## config.mk

```make
export PLATFORM = sky130hd
export DESIGN_NAME = be_clock_sequencer
export DESIGN_NICKNAME = d
export VERILOG_FILES = /design/src/rtl/be_clock_sequencer.sv
export SDC_FILE = /design/constraint.sdc
export NUM_CORES = 1
export LEC_CHECK = 0
export ABC_AREA = 1
export BUFFER_PORTS_ARGS = -buffer_cell sky130_fd_sc_hd__buf_2
export CELL_PAD_IN_SITES_DETAIL_PLACEMENT = 0
export CELL_PAD_IN_SITES_GLOBAL_PLACEMENT = 1
export CORE_AREA = 5 5 138 140
export CTS_BUF_LIST = sky130_fd_sc_hd__clkbuf_16
export CTS_CLUSTER_SIZE = 14
export DETAILED_ROUTE_END_ITERATION = 16
export DIE_AREA = 0 0 143 145
export GPL_TIMING_DRIVEN = 0
export PLACE_DENSITY_LB_ADDON = 0.05
export SLEW_MARGIN = 20
export SYNTH_ARGS = -nofsm -noshare
export SYNTH_HDL_FRONTEND = slang
export SYNTH_SLANG_ARGS = --single-unit
```

## constraint.sdc

```tcl
create_clock -name iCLK -period 2.3 [get_ports iCLK]
set_clock_uncertainty 0.2 [all_clocks]
set_input_delay 0.115 -clock iCLK [delete_from_list [all_inputs] [get_ports iCLK]]
set_output_delay 0.115 -clock iCLK [all_outputs]
set_load 0.02 [all_outputs]
```

## src/rtl/be_clock_sequencer.sv

```systemverilog
// Front-panel clock sequencer: conditions five raw pushbuttons and drives the
// clock generator mode (continuous/step), step pulses, rate select and the
// system clear, with a small five-state FSM. All outputs are registered.
module be_clock_sequencer #(
  parameter int DEBOUNCE_CYCLES = 500000,
  parameter int CLR_CYCLES      = 16,
  parameter int STEP_WIDTH      = 4
) (
  input  logic       iCLK,
  input  logic       iRST_N,
  input  logic       BTN_STEP,
  input  logic       BTN_RUN,
  input  logic       BTN_RESET,
  input  logic       BTN_FASTER,
  input  logic       BTN_SLOWER,
  input  logic       HLT_IN,
  output logic       CLK_SELECT,
  output logic       CLK_STEP,
  output logic [2:0] DIV_CLK,
  output logic       CLR,
  output logic       HALTED,
  output logic [2:0] o_dbg_state
);

  localparam int DW   = $clog2(DEBOUNCE_CYCLES + 1);
  localparam int MAXC = (CLR_CYCLES > STEP_WIDTH) ? CLR_CYCLES : STEP_WIDTH;
  localparam int SW   = $clog2(MAXC + 1);

  // Button bit order: 0 step, 1 run, 2 reset, 3 faster, 4 slower.
  typedef enum logic [2:0] {
    S_RESET = 3'd0,
    S_STOP  = 3'd1,
    S_STEP  = 3'd2,
    S_RUN   = 3'd3,
    S_HALT  = 3'd4
  } state_t;

  logic [4:0]         w_btn_raw;
  logic [4:0]         r_sync1;
  logic [4:0]         r_sync2;
  logic [4:0]         r_db;
  logic [4:0]         r_db_q;
  logic [4:0][DW-1:0] r_dcnt;
  logic [4:0]         w_evt;

  state_t             r_state;
  state_t             w_next;
  logic [SW-1:0]      r_cnt;
  logic [SW-1:0]      w_cnt_next;

  assign w_btn_raw = {BTN_SLOWER, BTN_FASTER, BTN_RESET, BTN_RUN, BTN_STEP};

  // Two-flop synchronizer for the asynchronous button inputs.
  always_ff @(posedge iCLK or negedge iRST_N) begin
    if (!iRST_N) begin
      r_sync1 <= '0;
      r_sync2 <= '0;
    end else begin
      r_sync1 <= w_btn_raw;
      r_sync2 <= r_sync1;
    end
  end

  // Per-button debouncer: accept the new level only after it has differed
  // from the accepted one for DEBOUNCE_CYCLES consecutive cycles.
  always_ff @(posedge iCLK or negedge iRST_N) begin
    if (!iRST_N) begin
      r_db   <= '0;
      r_dcnt <= '0;
    end else begin
      for (int i = 0; i < 5; i++) begin
        if (r_sync2[i] != r_db[i]) begin
          if (r_dcnt[i] == DW'(DEBOUNCE_CYCLES - 1)) begin
            r_db[i]   <= r_sync2[i];
            r_dcnt[i] <= '0;
          end else begin
            r_dcnt[i] <= r_dcnt[i] + DW'(1);
          end
        end else begin
          r_dcnt[i] <= '0;
        end
      end
    end
  end

  // Previous debounced level, used to form one-cycle press events.
  always_ff @(posedge iCLK or negedge iRST_N) begin
    if (!iRST_N) r_db_q <= '0;
    else         r_db_q <= r_db;
  end

  assign w_evt = r_db & ~r_db_q;

  // FSM state and shared cycle counter (CLR hold length / step width).
  always_ff @(posedge iCLK or negedge iRST_N) begin
    if (!iRST_N) begin
      r_state <= S_RESET;
      r_cnt   <= '0;
    end else begin
      r_state <= w_next;
      r_cnt   <= w_cnt_next;
    end
  end

  // Next-state logic; priority is reset > HLT_IN > run > step.
  always_comb begin
    w_next     = r_state;
    w_cnt_next = r_cnt;
    if (w_evt[2]) begin
      w_next     = S_RESET;
      w_cnt_next = '0;
    end else begin
      case (r_state)
        S_RESET: begin
          if (r_cnt == SW'(CLR_CYCLES - 1)) begin
            w_next     = S_STOP;
            w_cnt_next = '0;
          end else begin
            w_cnt_next = r_cnt + SW'(1);
          end
        end
        S_STOP: begin
          if (w_evt[1]) begin
            w_next = S_RUN;
          end else if (w_evt[0]) begin
            w_next     = S_STEP;
            w_cnt_next = '0;
          end
        end
        S_STEP: begin
          // Run/step events are dropped while a step pulse is in flight.
          if (r_cnt == SW'(STEP_WIDTH - 1)) begin
            w_next     = HLT_IN ? S_HALT : S_STOP;
            w_cnt_next = '0;
          end else begin
            w_cnt_next = r_cnt + SW'(1);
          end
        end
        S_RUN: begin
          if (HLT_IN)        w_next = S_HALT;
          else if (w_evt[1]) w_next = S_STOP;
        end
        S_HALT: begin
          w_next = S_HALT;
        end
        default: begin
          w_next     = S_RESET;
          w_cnt_next = '0;
        end
      endcase
    end
  end

  // Outputs registered from the next state so they change with the state.
  always_ff @(posedge iCLK or negedge iRST_N) begin
    if (!iRST_N) begin
      CLR        <= 1'b1;
      CLK_SELECT <= 1'b1;
      CLK_STEP   <= 1'b0;
      HALTED     <= 1'b0;
    end else begin
      CLR        <= (w_next == S_RESET);
      CLK_SELECT <= (w_next != S_RUN);
      CLK_STEP   <= (w_next == S_STEP);
      HALTED     <= (w_next == S_HALT);
    end
  end

  // Rate select: saturating up/down; simultaneous events cancel.
  always_ff @(posedge iCLK or negedge iRST_N) begin
    if (!iRST_N) begin
      DIV_CLK <= 3'd0;
    end else if (w_evt[3] && !w_evt[4] && DIV_CLK != 3'd7) begin
      DIV_CLK <= DIV_CLK + 3'd1;
    end else if (w_evt[4] && !w_evt[3] && DIV_CLK != 3'd0) begin
      DIV_CLK <= DIV_CLK - 3'd1;
    end
  end

  assign o_dbg_state = r_state;

endmodule

```

=== Word level (Yosys, flattened, before mapping) ===
Index checks and enable logic that the tools add are counted.

* $add $sub $neg: 8
* Eq/ne operators: 23
* Muxes and demuxes: 27
* Bitwise gates (word level): 2
* Reduce and logical (&&, ||, !) cells: 17

{| class="wikitable"
|+ Operator list
! operator !! number
|-
| 2-to-1 mux 19 bit || 10
|-
| adder 19 x 1 -> 19 bit, second input constant || 5
|-
| equality test 19 bit, second input constant || 5
|-
| 2-to-1 mux 3 bit || 10
|-
| 2-to-1 mux 5 bit || 5
|-
| case mux 5 bit (4 select lines) || 1
|-
| case mux 3 bit (5 select lines) || 1
|-
| AND reduction 2 bit || 5
|-
| equality test 3 x 2 -> 1 bit, second input constant || 3
|-
| inequality test 3 bit, second input constant || 3
|-
| equality test 3 bit, second input constant || 2
|-
| logical NOT 3 bit || 2
|-
| adder 5 x 1 -> 5 bit, second input constant || 1
|-
| AND 5 bit || 1
|-
| equality test 5 x 2 -> 1 bit, second input constant || 1
|-
| equality test 5 x 4 -> 1 bit, second input constant || 1
|-
| inequality test 1 bit || 5
|-
| NOT 5 bit || 1
|-
| logical AND 1 bit || 4
|-
| adder 3 x 1 -> 3 bit, second input constant || 1
|-
| equality test 3 x 1 -> 1 bit, second input constant || 1
|-
| inequality test 3 x 2 -> 1 bit, second input constant || 1
|-
| AND reduction 3 bit || 1
|-
| nonzero test 3 bit || 1
|-
| other kinds (5) || 6
|}

* Register bits after elaboration: 130
* Output and inout port bits: 10

=== Logic depth before layout (Yosys ltp) ===
Gate-level depths: netlist of run 1.

* Depth in word-level cells: 7
* Depth in mapped cells: 9

=== Worst setup path after synthesis of run 1 ===
OpenSTA, ideal clock, no wires.

* Path kind: reg-to-reg
* From: reg DIV_CLK[0]
* To: reg DIV_CLK[2]
* Library setup time: 0.132 ns
* Arrival: 1.404 ns
* Setup slack: 0.563 ns
* Cell stages (with the launch flop): 7
* Buffers on the path: 0
* Cells stage by stage: dfrtp_1 > nand3_1 > nand2_1 > fa_1 > nand3_1 > o21ai_0 > xor2_1

* Longest elaborated chain between the ends: 3
* Elaborated cells between the ends (all ways): 9
* Those cells by class: add/sub: 2; eq/ne: 1; mux: 2; reduce/logical: 4

{| class="wikitable"
|+ Ends and longest elaborated chain
! element !! RTL line !! source
|-
| from (decl) || 19 || <nowiki>output logic [2:0] DIV_CLK,</nowiki>
|-
| from (signal assigned) || 174 || <nowiki>DIV_CLK <= DIV_CLK + 3'd1;</nowiki>
|-
| from (signal assigned) || 176 || <nowiki>DIV_CLK <= DIV_CLK - 3'd1;</nowiki>
|-
| subtractor 3 x 1 -> 3 bit, or another cell as far along || 176 ||
|-
| 2-to-1 mux 3 bit, or another cell as far along || 175 || <nowiki>end else if (w_evt[4] && !w_evt[3] && DIV_CLK != 3'd0) begin</nowiki>
|-
| 2-to-1 mux 3 bit / nonzero test 2 bit (equally long branches) || -- ||
|}

Parallel ways exist; a longest one is shown, timed or not. The select of a mux whose other input is x is not followed.
A chain may end at the register's enable or synchronous reset.

=== Worst setup path after layout of run 1 ===
* From: reg r_dcnt[38] in the netlist's numbering
* To: reg r_dcnt[46] in the netlist's numbering

* Longest elaborated chain between the ends: 3
* Elaborated cells between the ends (all ways): 4
* Those cells by class: add/sub: 1; eq/ne: 1; mux: 2

{| class="wikitable"
|+ Ends and longest elaborated chain
! element !! RTL line !! source
|-
| from (decl) || 43 || <nowiki>logic [4:0][DW-1:0] r_dcnt;</nowiki>
|-
| from (signal, indexed assignment) || 77 || <nowiki>r_dcnt[i] <= r_dcnt[i] + DW'(1);</nowiki>
|-
| adder 19 x 1 -> 19 bit / equality test 19 bit (equally long branches) || 77, 73 ||
|-
| 2-to-1 mux 19 bit * || 73 || <nowiki>if (r_dcnt[i] == DW'(DEBOUNCE_CYCLES - 1)) begin</nowiki>
|-
| 2-to-1 mux 19 bit * || 72 || <nowiki>if (r_sync2[i] != r_db[i]) begin</nowiki>
|}

Every way passes the cells marked *; elsewhere a longest branch is shown, timed or not.

==> results of run 1 <==
==> sequential cells by signal, indices dropped and copies added, names as in the netlist <==
| register | count |
|---|---|
| CLR | 1 |
| CLK_SELECT | 1 |
| o_dbg_state | 3 |
| r_sync2 | 5 |
| r_sync1 | 5 |
| r_db | 5 |
| HALTED | 1 |
| r_dcnt | 95 |
| CLK_STEP | 1 |
| DIV_CLK | 3 |
| r_cnt | 5 |
| r_db_q | 5 |
==> critical path, cell delays in order, from the launching register on <==
cell and delay [ps]:
dfrtp_1 370, ha_1 280, nand2_1 140, nor2_4 160
nand3_2 120, o21ai_2 390, nor2_1 100
==> layer usage <==
layer	up-vias	share of wire, %	track usage (%)
li1	2843	-	-
met1	2593	50	20.9
met2	65	46	23.7
met3	9	3.4	3.59
met4	0	0.74	3.33
met5	-	0	0
==> kinds of logic (layout without fill, tap and decap cells) <==
| group | after synthesis | after routing | synth area share [%] |
|---|---|---|---|
| buffers and inverters | 98 | 154 | 5.33 |
| AND/OR/NAND/NOR | 529 | 529 | 35.2 |
| adder cells (fa/ha/maj) | 9 | 9 | 1.74 |
| flip-flops | 130 | 130 | 47.1 |
| multiplexers | 1 | 1 | 0.145 |
| XOR/XNOR | 50 | 50 | 6.34 |
| AO/OA/AOI/OAI | 49 | 49 | 4.11 |
==> cell usage in the layout, fill, tap and decap left out, types with 2 or more instances in the layout <==
cell type      count
nand4_1           19
clkbuf_16         17
clkinv_1           3
nor3_1            26
inv_2              2
nor2_4             8
nor2_2             9
dfstp_2            2
xor2_1            44
dfrtp_1          128
clkinv_2           3
nand2_1          157
bufinv_16          3
a211oi_1           3
nand3_1           60
xnor2_1            6
clkinv_4           2
buf_2             16
ha_1               8
nand3_2            8
nor3b_1            7
nor3_4             3
inv_1             95
dlygate4sd3_1      7
nor3_2             7
a21oi_1           19
nand3b_1           2
clkbuf_1           3
nor2_1           211
nand2_2           11
o21ai_2            6
o21ai_0           16
o21bai_1           3
==> power groups by stage <==
| stage | Sequential (mW) | Clock, mW | Combinational (mW) |
|---|---|---|---|
| 2_1_floorplan | 2.41 | 0 | 0.110 |
| 3_3_place_gp | 2.41 | 0 | 0.199 |
| 3_5_place_dp | 2.41 | 0 | 0.210 |
| 4_1_cts | 2.37 | 2.73 | 0.219 |
| 5_1_grt | 2.38 | 2.85 | 0.249 |
| 6_report | 2.37 | 2.66 | 0.210 |
==> final timing paths <==
path / depth (start not counted) / endpoint / slack (ps)
max: 6 / r_dcnt[46] / 410
min: 2 / r_dcnt[10] / 50
max reg2reg: 6 / r_dcnt[46] / 410
min reg2reg: 0 / r_sync2[4] / 160
max in group asynchronous: 3 / r_dcnt[32] / 1130
min in group iCLK: 2 / r_sync1[1] / 140
==> layout make-up <==
cell class                      instances  area (um^2)  share of cell area [%]
Multi-Input combinational cell        638         3280                    41.2
Sequential cell                       130         3260                    40.9
Clock buffer                           17          425                    5.35
Inverter                               95          357                    4.48
Tap cell                              229          287                    3.60
Timing Repair Buffer                   25          193                    2.42
Clock inverter                         14          149                    1.87
Buffer                                  3         11.3                   0.141
==> what timing repair did <==
action                                  4_1_cts  5_1_grt
hold buffers                                  7        0
hold endpoints to repair                    139        0
endpoints found under the setup margin        0        0
==> stage by stage <==
| step | TNS (ps) | utilization (%) | cells | setup slack, ps |
|---|---|---|---|---|
| final | 0 | 44.9 | 1151 | 411 |
| after global routing | 0 | 44.9 | 1151 | 163 |
| after CTS | 0 | 44.9 | 1151 | 355 |
| after detailed placement | 0 | 41.3 | 1113 | 363 |
| after global placement | -124670 | 41.1 | 1112 | -982 |
| after floorplan | 0 | - | 866 | 563 |
==> results.sh, run 1 <==
export IMPL_dieArea_mm2=0.0207
export IMPL_power_frac_comb_pct=4.0
export IMPL_design_area_mm2=0.00796
export IMPL_overflow=0
export IMPL_core_mm2=0.0177
export IMPL_worstPathRequired_ps=2380
export IMPL_fin_hold_ws_ps=45.2
export IMPL_root_buffer="clkbuf_16"
export IMPL_drtIter0Drc=244
export IMPL_status="completed"
export IMPL_vias_per_cell=4.79
export IMPL_route_detailed_drc=0
export IMPL_ctsResizeCount=0
export IMPL_first_pass_iters=5
export IMPL_clock_sinks=130
export IMPL_grt_setup_unrepaired="no"
export IMPL_power_total_mw=5.24
export IMPL_critPathLaunchType="flip-flop"
export IMPL_ys_ff_latch=130
export IMPL_peakVddDrop_v=0.000540
export IMPL_clk_latency_ps=410
export IMPL_slew_violations=0
export IMPL_avgRoutedWirePerCell_um=12.8
export IMPL_nets=927
export IMPL_finalCritPeriodShare_pct=82.1
export IMPL_post_route_min_period_ps=1890
export IMPL_placed_area_mm2=0.00731
export IMPL_synth_area_mm2=0.00691
export IMPL_via_count=5510
export IMPL_antenna_found_initial=0
export IMPL_synth_top_cells_by_count="nor2_1 (211), nand2_1 (157), dfrtp_1 (128), inv_1 (93), nand3_1 (60)"
export IMPL_seq_power_share_pct=45.3
export IMPL_internal_power_mw=4.07
export IMPL_cts_tree="done"
export IMPL_io_buffers=17
export IMPL_synth_edf_count=0
export IMPL_gr_usage_all_layers_pct=15.0
export IMPL_hold_path_class="in2async"
export IMPL_n_fill_cell=1806
export IMPL_clk_pin_slew_ps=60
export IMPL_max_slew_margin_pct=64.3
export IMPL_tightest_slew_ps=536
export IMPL_synth_nets=883
export IMPL_grt_pass1_vias=5457
export IMPL_htree_levels=4
export IMPL_synth_cell_types=31
export IMPL_syn_inst=866
export IMPL_pwr_density_cell_mw_per_mm2=658
export IMPL_post_cts_buffers=0
export IMPL_die_y_um=145
export IMPL_p_sw_mw=1.17
export IMPL_synth_most_common_cell="nor2_1"
export IMPL_cts_buffers=17
export IMPL_swShare_pct=22.2
export IMPL_ys_flop_type="dfrtp_1"
export IMPL_diodes=0
export IMPL_clockBufferDepth=2
export IMPL_hpwlAfterDp_um=10700
export IMPL_crit_start="r_dcnt[38]"
export IMPL_initial_core_util_pct=39.0
export IMPL_grt_max_degree=67
export IMPL_cap_violations=0
export IMPL_syn_mean_instance_area_um2=7.97
export IMPL_arrival_ps=1970
export IMPL_gp_congestion=0.837
export IMPL_p_clk_share_pct=50.7
export IMPL_yosysSeqAreaShare_pct=47.1
export IMPL_synth_top_area_cell="dfrtp_1"
export IMPL_io_pins=18
export IMPL_setup_viol=0
export IMPL_yosysTopAreaCellShare_pct=46.4
export IMPL_syn_to_final_growth_pct=15.3
export IMPL_drt_wl_total_um=14700
export IMPL_ant_nets=0
export IMPL_hold_violations=0
export IMPL_yosysWarnings=0
export IMPL_critical_path_class="reg2reg"
export IMPL_reg2reg_from="r_dcnt[38]"
export IMPL_grt_pass1_wl_um=25800
export IMPL_cp_end_kind="flip-flop"
export IMPL_p_leak_nw=3.42
export IMPL_fmax_mhz=529
export IMPL_rows=49
export IMPL_synthTopCellsByArea="dfrtp_1 (46%), nor2_1 (11%), nand2_1 (8.5%)"
export IMPL_path_max_fanout=7
export IMPL_drive_gt1_share_pct=11.0
export IMPL_die_w_um=143
export IMPL_synth_async_reset_ratio_pct=100
No activity file was read; power rests on OpenSTA's default activity.
==> inputs of run 2 (changes only) <==
==> constraint.sdc (replaced) <==
create_clock -name iCLK -period 1.51 [get_ports iCLK]
set_clock_uncertainty 0.2 [all_clocks]
set_input_delay 0.0755 -clock iCLK [delete_from_list [all_inputs] [get_ports iCLK]]
set_output_delay 0.0755 -clock iCLK [all_outputs]
set_load 0.02 [all_outputs]
==> results.sh, run 2 (synthesized netlist as in run 1, its figures left out) <==
export IMPL_critical_path_max_stage_delay_ps=420
export IMPL_root_buffer="clkbuf_16"
export IMPL_diodes=0
export IMPL_power_total_mw=8.34
export IMPL_first_pass_iters=4
export IMPL_cap_violations=0
export IMPL_critPathMostFrequentCell="nor2_4"
export IMPL_dp_slack_ps=-290
export IMPL_setup_viol=83
export IMPL_htree_levels=4
export IMPL_peakVddDrop_v=0.000746
export IMPL_cts_buffers=17
export IMPL_clock_sinks=130
export IMPL_worstReg2RegEnd="DIV_CLK[2]"
export IMPL_holdBufCountCts=7
export IMPL_critical_path_class="reg2reg"
export IMPL_final_cell_mix="nor2_1 (151), nand2_1 (129), dfrtp_1 (99)"
export IMPL_cts_tree="done"
export IMPL_clk_pin_slew_ps=60
export IMPL_use_met3_pct=4.15
export IMPL_design_area_mm2=0.00987
export IMPL_status="finished, violations left"
export IMPL_post_route_min_period_ps=1720
export IMPL_grt_setup_unrepaired="yes"
export IMPL_crit_buf_inv=1
export IMPL_stdcell_count=1246
export IMPL_worstPathRequired_ps=1610
export IMPL_avgRoutedWirePerCell_um=13.5
export IMPL_nets=1021
export IMPL_pwr_density_cell_mw_per_mm2=845
export IMPL_arrival_ps=1820
export IMPL_endpoint="DIV_CLK[2]"
export IMPL_hold_path_class="in2async"
export IMPL_dp_cells=1113
export IMPL_clk_latency_ps=410
export IMPL_cp_end_kind="flip-flop"
export IMPL_crit_start="r_db[4]"
export IMPL_overflow=0
export IMPL_final_common_cell="nor2_1"
export IMPL_n_fill_cell=1612
export IMPL_finalCritPeriodShare_pct=114
export IMPL_drive_gt1_share_pct=39.3
export IMPL_max_slew_margin_pct=71.0
export IMPL_antenna_found_initial=0
export IMPL_top_register="r_dcnt"
export IMPL_grt_pass1_vias=6083
export IMPL_cp_cell_sequence="inv_2 > nor2_4 > nor2_4 > nand2_2 > fa_2 > nand3_2 > o21ai_2 > xor2_1"
export IMPL_top_usage_layer="met2"
export IMPL_placed_area_mm2=0.00743
export IMPL_fin_hold_ws_ps=-42.6
export IMPL_slew_violations=0
export IMPL_via_count=5987
export IMPL_io_pins=18
export IMPL_hpwlAfterDp_um=10900
export IMPL_cp_num_cells=8
export IMPL_clockBufferDepth=2
export IMPL_ant_nets=0
export IMPL_grt_use_met1_pct=21.6
export IMPL_grt_max_degree=78
export IMPL_route_detailed_drc=0
export IMPL_hold_violations=27
export IMPL_die_y_um=145
export IMPL_dieArea_mm2=0.0207
export IMPL_reg2reg_depth=8
export IMPL_drt_wl_total_um=16900
export IMPL_p_leak_nw=4.11
export IMPL_layout_setup_ws_ps=-211
export IMPL_largest_reg_flops=95
export IMPL_gp_congestion=0.848
export IMPL_violations="negative hold slack, negative setup slack"
export IMPL_path_max_fanout=3
export IMPL_core_mm2=0.0177
export IMPL_crit_family="flip-flops"
export IMPL_grt_use_met2_pct=28.4
export IMPL_rows=49
export IMPL_reg2reg_from="r_db[4]"
export IMPL_fmax_mhz=581
export IMPL_tightest_slew_ps=435
export IMPL_rrSetupSlack_ps=-210
export IMPL_critPathLaunchType="flip-flop"
export IMPL_crit_slowest_cell="dfrtp_1"
export IMPL_syn_to_final_growth_pct=42.9
export IMPL_vias_per_cell=4.80
export IMPL_grt_pass1_wl_um=28900
export IMPL_initial_core_util_pct=39.0
export IMPL_gr_usage_all_layers_pct=16.8
export IMPL_die_w_um=143
export IMPL_io_buffers=17
export IMPL_drtIter0Drc=302
-- run 2: cell types whose count changed in the layout (fill, tap and decap cells not counted), sizes merged --
cell / previous run / this run
buf: 18 / 113
clkbuf: 20 / 19
clkinv: 8 / 4
clkinvlp: 1 / 7
inv: 97 / 96
-- run 2: layout make-up --
cell class	instances	area [um^2]	share of cell area, %
Inverter	95	357	3.61
Timing Repair Buffer	119	1030	10.5
Clock inverter	15	169	1.71
Buffer	3	17.5	0.177
Sequential cell	130	3290	33.4
Multi-Input combinational cell	638	4290	43.5
Tap cell	229	287	2.90
Clock buffer	17	425	4.31
-- run 2: how the worst min path moves through the flow --
stage | startpoint | depth (start not counted) | endpoint | slack (ps)
after CTS | iRST_N | 2 | r_dcnt[72] | -30
final | iRST_N | 2 | r_dcnt[71] | -40
after floorplan | iRST_N | 0 | CLK_STEP | -420
after detailed placement | iRST_N | 1 | r_dcnt[71] | -180
after global placement | BTN_STEP | 1 | r_sync1[0] | -10
after global routing | iRST_N | 2 | r_dcnt[75] | -20
-- run 2: per-stage QoR --
step	setup TNS, ps	hold slack (ps)	util, %
after floorplan	-544	-420	-
after global placement	-231920	-14.3	41.7
after detailed placement	-17070	-177	41.9
after CTS	-6200	-32.8	51.2
after global routing	-14190	-18.5	55.7
final	-6900	-42.6	55.7
-- run 2: metal layers --
layer  vias to the layer above  share of wire, %
met5                         -                 0
met4                         0              0.98
met3                        13               2.7
met2                        63                51
met1                      2874                45
li1                       3037                 -
-- run 2: power breakdown --
group | leakage, nW | internal [mW] | switching (mW)
clock | 0.272 | 2.57 | 1.59
combinational | 2.12 | 0.243 | 0.301
sequential | 1.72 | 3.56 | 0.0795
total | 4.11 | 6.37 | 1.97
-- run 2: timing repair --
item,in CTS,in global routing
pin swaps,80,80
setup endpoints to repair,104,106
gates resized for setup,133,157
setup buffers,60,38
hold endpoints to repair,142,13
==> inputs of run 3 (changes only) <==
--- a/config.mk
+++ b/config.mk
@@ -16,6 +16,7 @@
 export DIE_AREA = 0 0 143 145
 export GPL_TIMING_DRIVEN = 0
 export PLACE_DENSITY_LB_ADDON = 0.05
+export SKIP_LAST_GASP = 1
 export SLEW_MARGIN = 20
 export SYNTH_ARGS = -nofsm -noshare
 export SYNTH_HDL_FRONTEND = slang
==> results.sh, run 3 (synthesized netlist as in run 1, its figures left out) <==
export IMPL_grt_setup_unrepaired="yes"
export IMPL_placed_area_mm2=0.00743
export IMPL_hpwlAfterDp_um=10900
export IMPL_power_total_mw=8.34
export IMPL_arrival_ps=1820
export IMPL_root_buffer="clkbuf_16"
export IMPL_final_cell_mix="nor2_1 (160), nand2_1 (132), dfrtp_1 (103)"
export IMPL_wl_met3_um=471
export IMPL_reg2reg_depth=8
export IMPL_hold_path_class="in2async"
export IMPL_design_area_mm2=0.00974
export IMPL_hold_violations=29
export IMPL_route_detailed_drc=0
export IMPL_critPathMostFrequentCell="nor2_4"
export IMPL_gp_congestion=0.848
export IMPL_io_buffers=17
export IMPL_drt_wl_total_um=16700
export IMPL_grt_max_degree=78
export IMPL_regArea_mm2=0.00329
export IMPL_pwr_density_cell_mw_per_mm2=856
export IMPL_cts_buffers=17
export IMPL_layout_setup_ws_ps=-212
export IMPL_dp_cells=1113
export IMPL_critical_path_max_stage_delay_ps=420
export IMPL_die_w_um=143
export IMPL_wl_met1_um=7600
export IMPL_cp_end_kind="flip-flop"
export IMPL_cp_cell_sequence="inv_2 > nor2_4 > nor2_4 > nand2_2 > fa_2 > nand3_2 > o21ai_2 > xor2_1"
export IMPL_drive_gt1_share_pct=36.8
export IMPL_path_max_fanout=3
export IMPL_max_slew_margin_pct=71.1
export IMPL_avgRoutedWirePerCell_um=13.5
export IMPL_crit_buf_inv=1
export IMPL_via_count=5953
export IMPL_tightest_slew_ps=433
export IMPL_routed_top_layer="met4"
export IMPL_clockBufferDepth=2
export IMPL_violations="negative hold slack, negative setup slack"
export IMPL_largest_reg_flops=95
export IMPL_n_fill_cell=1626
export IMPL_first_pass_iters=6
export IMPL_status="finished, violations left"
export IMPL_dp_slack_ps=-290
export IMPL_finalCritPeriodShare_pct=114
export IMPL_nets=1015
export IMPL_rows=49
export IMPL_vias_per_cell=4.80
export IMPL_clk_latency_ps=410
export IMPL_worstPathRequired_ps=1610
export IMPL_cp_num_cells=8
export IMPL_ant_nets=0
export IMPL_critical_path_class="reg2reg"
export IMPL_dieArea_mm2=0.0207
export IMPL_crit_family="flip-flops"
export IMPL_top_register="r_dcnt"
export IMPL_htree_levels=4
export IMPL_holdBufCountCts=7
export IMPL_grt_pass1_wl_um=28800
export IMPL_p_leak_nw=4.08
export IMPL_clk_pin_slew_ps=60
export IMPL_crit_slowest_cell="dfrtp_1"
export IMPL_io_pins=18
export IMPL_met2_length_um=8510
export IMPL_setup_viol=83
export IMPL_gr_usage_all_layers_pct=16.8
export IMPL_post_route_min_period_ps=1720
export IMPL_grt_pass1_vias=6084
export IMPL_initial_core_util_pct=39.0
export IMPL_critPathLaunchType="flip-flop"
export IMPL_slew_violations=0
export IMPL_antenna_found_initial=0
export IMPL_overflow=0
export IMPL_syn_to_final_growth_pct=41.1
export IMPL_diodes=0
export IMPL_core_mm2=0.0177
export IMPL_multi_input_area_mm2=0.00422
export IMPL_die_y_um=145
export IMPL_fmax_mhz=581
export IMPL_final_common_cell="nor2_1"
export IMPL_fin_hold_ws_ps=-41.3
export IMPL_clock_sinks=130
export IMPL_drtIter0Drc=284
export IMPL_peakVddDrop_v=0.000743
export IMPL_cts_tree="done"
export IMPL_cap_violations=0
export IMPL_stdcell_count=1240
## run 3: changes by cell type in the layout (fill, tap and decap cells not counted), moves of 3 or more
cell	delta
inv_1	+3
buf_4	-6
nand2_1	+3
dfrtp_2	-4
nor2_2	-7
dfrtp_1	+4
inv_2	-3
nor2_1	+9
## run 3: final timing paths
path	from	endpoint	slack [ps]
setup / recovery	r_db[4]	DIV_CLK[2]	-210
hold / removal	iRST_N	r_dcnt[71]	-40
setup reg to reg	r_db[4]	DIV_CLK[2]	-210
hold reg to reg	r_sync1[4]	r_sync2[4]	150
max in group asynchronous	iRST_N	r_dcnt[2]	410
min in group iCLK	BTN_RESET	r_sync1[2]	110
## run 3: layer usage
metal | track usage, % | vias to the layer above
li1 | - | 3023
met3 | 4.15 | 13
met2 | 28.4 | 75
met5 | 0 | -
met1 | 21.5 | 2842
met4 | 4.37 | 0
## run 3: final cells by class
cell class | instances | share of cell area (%)
Multi-Input combinational cell | 638 | 43.4
Buffer | 3 | 0.180
Inverter | 95 | 3.66
Tap cell | 229 | 2.94
Clock inverter | 15 | 1.73
Clock buffer | 17 | 4.37
Timing Repair Buffer | 113 | 10.0
Sequential cell | 130 | 33.7
## run 3: what timing repair did
item                                    CTS  global route
endpoints found under the setup margin  104           106
hold endpoints to repair                142            13
setup buffers                            60            33
resized for setup                       127           135
pin swaps                                78            79
## run 3: report_power, final
part	switching, mW	internal, mW	total (mW)
Sequential	0.0889	3.56	3.64
Combinational	0.295	0.236	0.531
Clock	1.59	2.57	4.16
## run 3: stage by stage
| stage | setup TNS, ps | utilization [%] |
|---|---|---|
| after floorplan | -544 | - |
| after global placement | -231920 | 41.7 |
| after detailed placement | -17070 | 41.9 |
| after CTS | -6360 | 51.0 |
| after global routing | -14700 | 55.0 |
| final | -7040 | 55.0 |
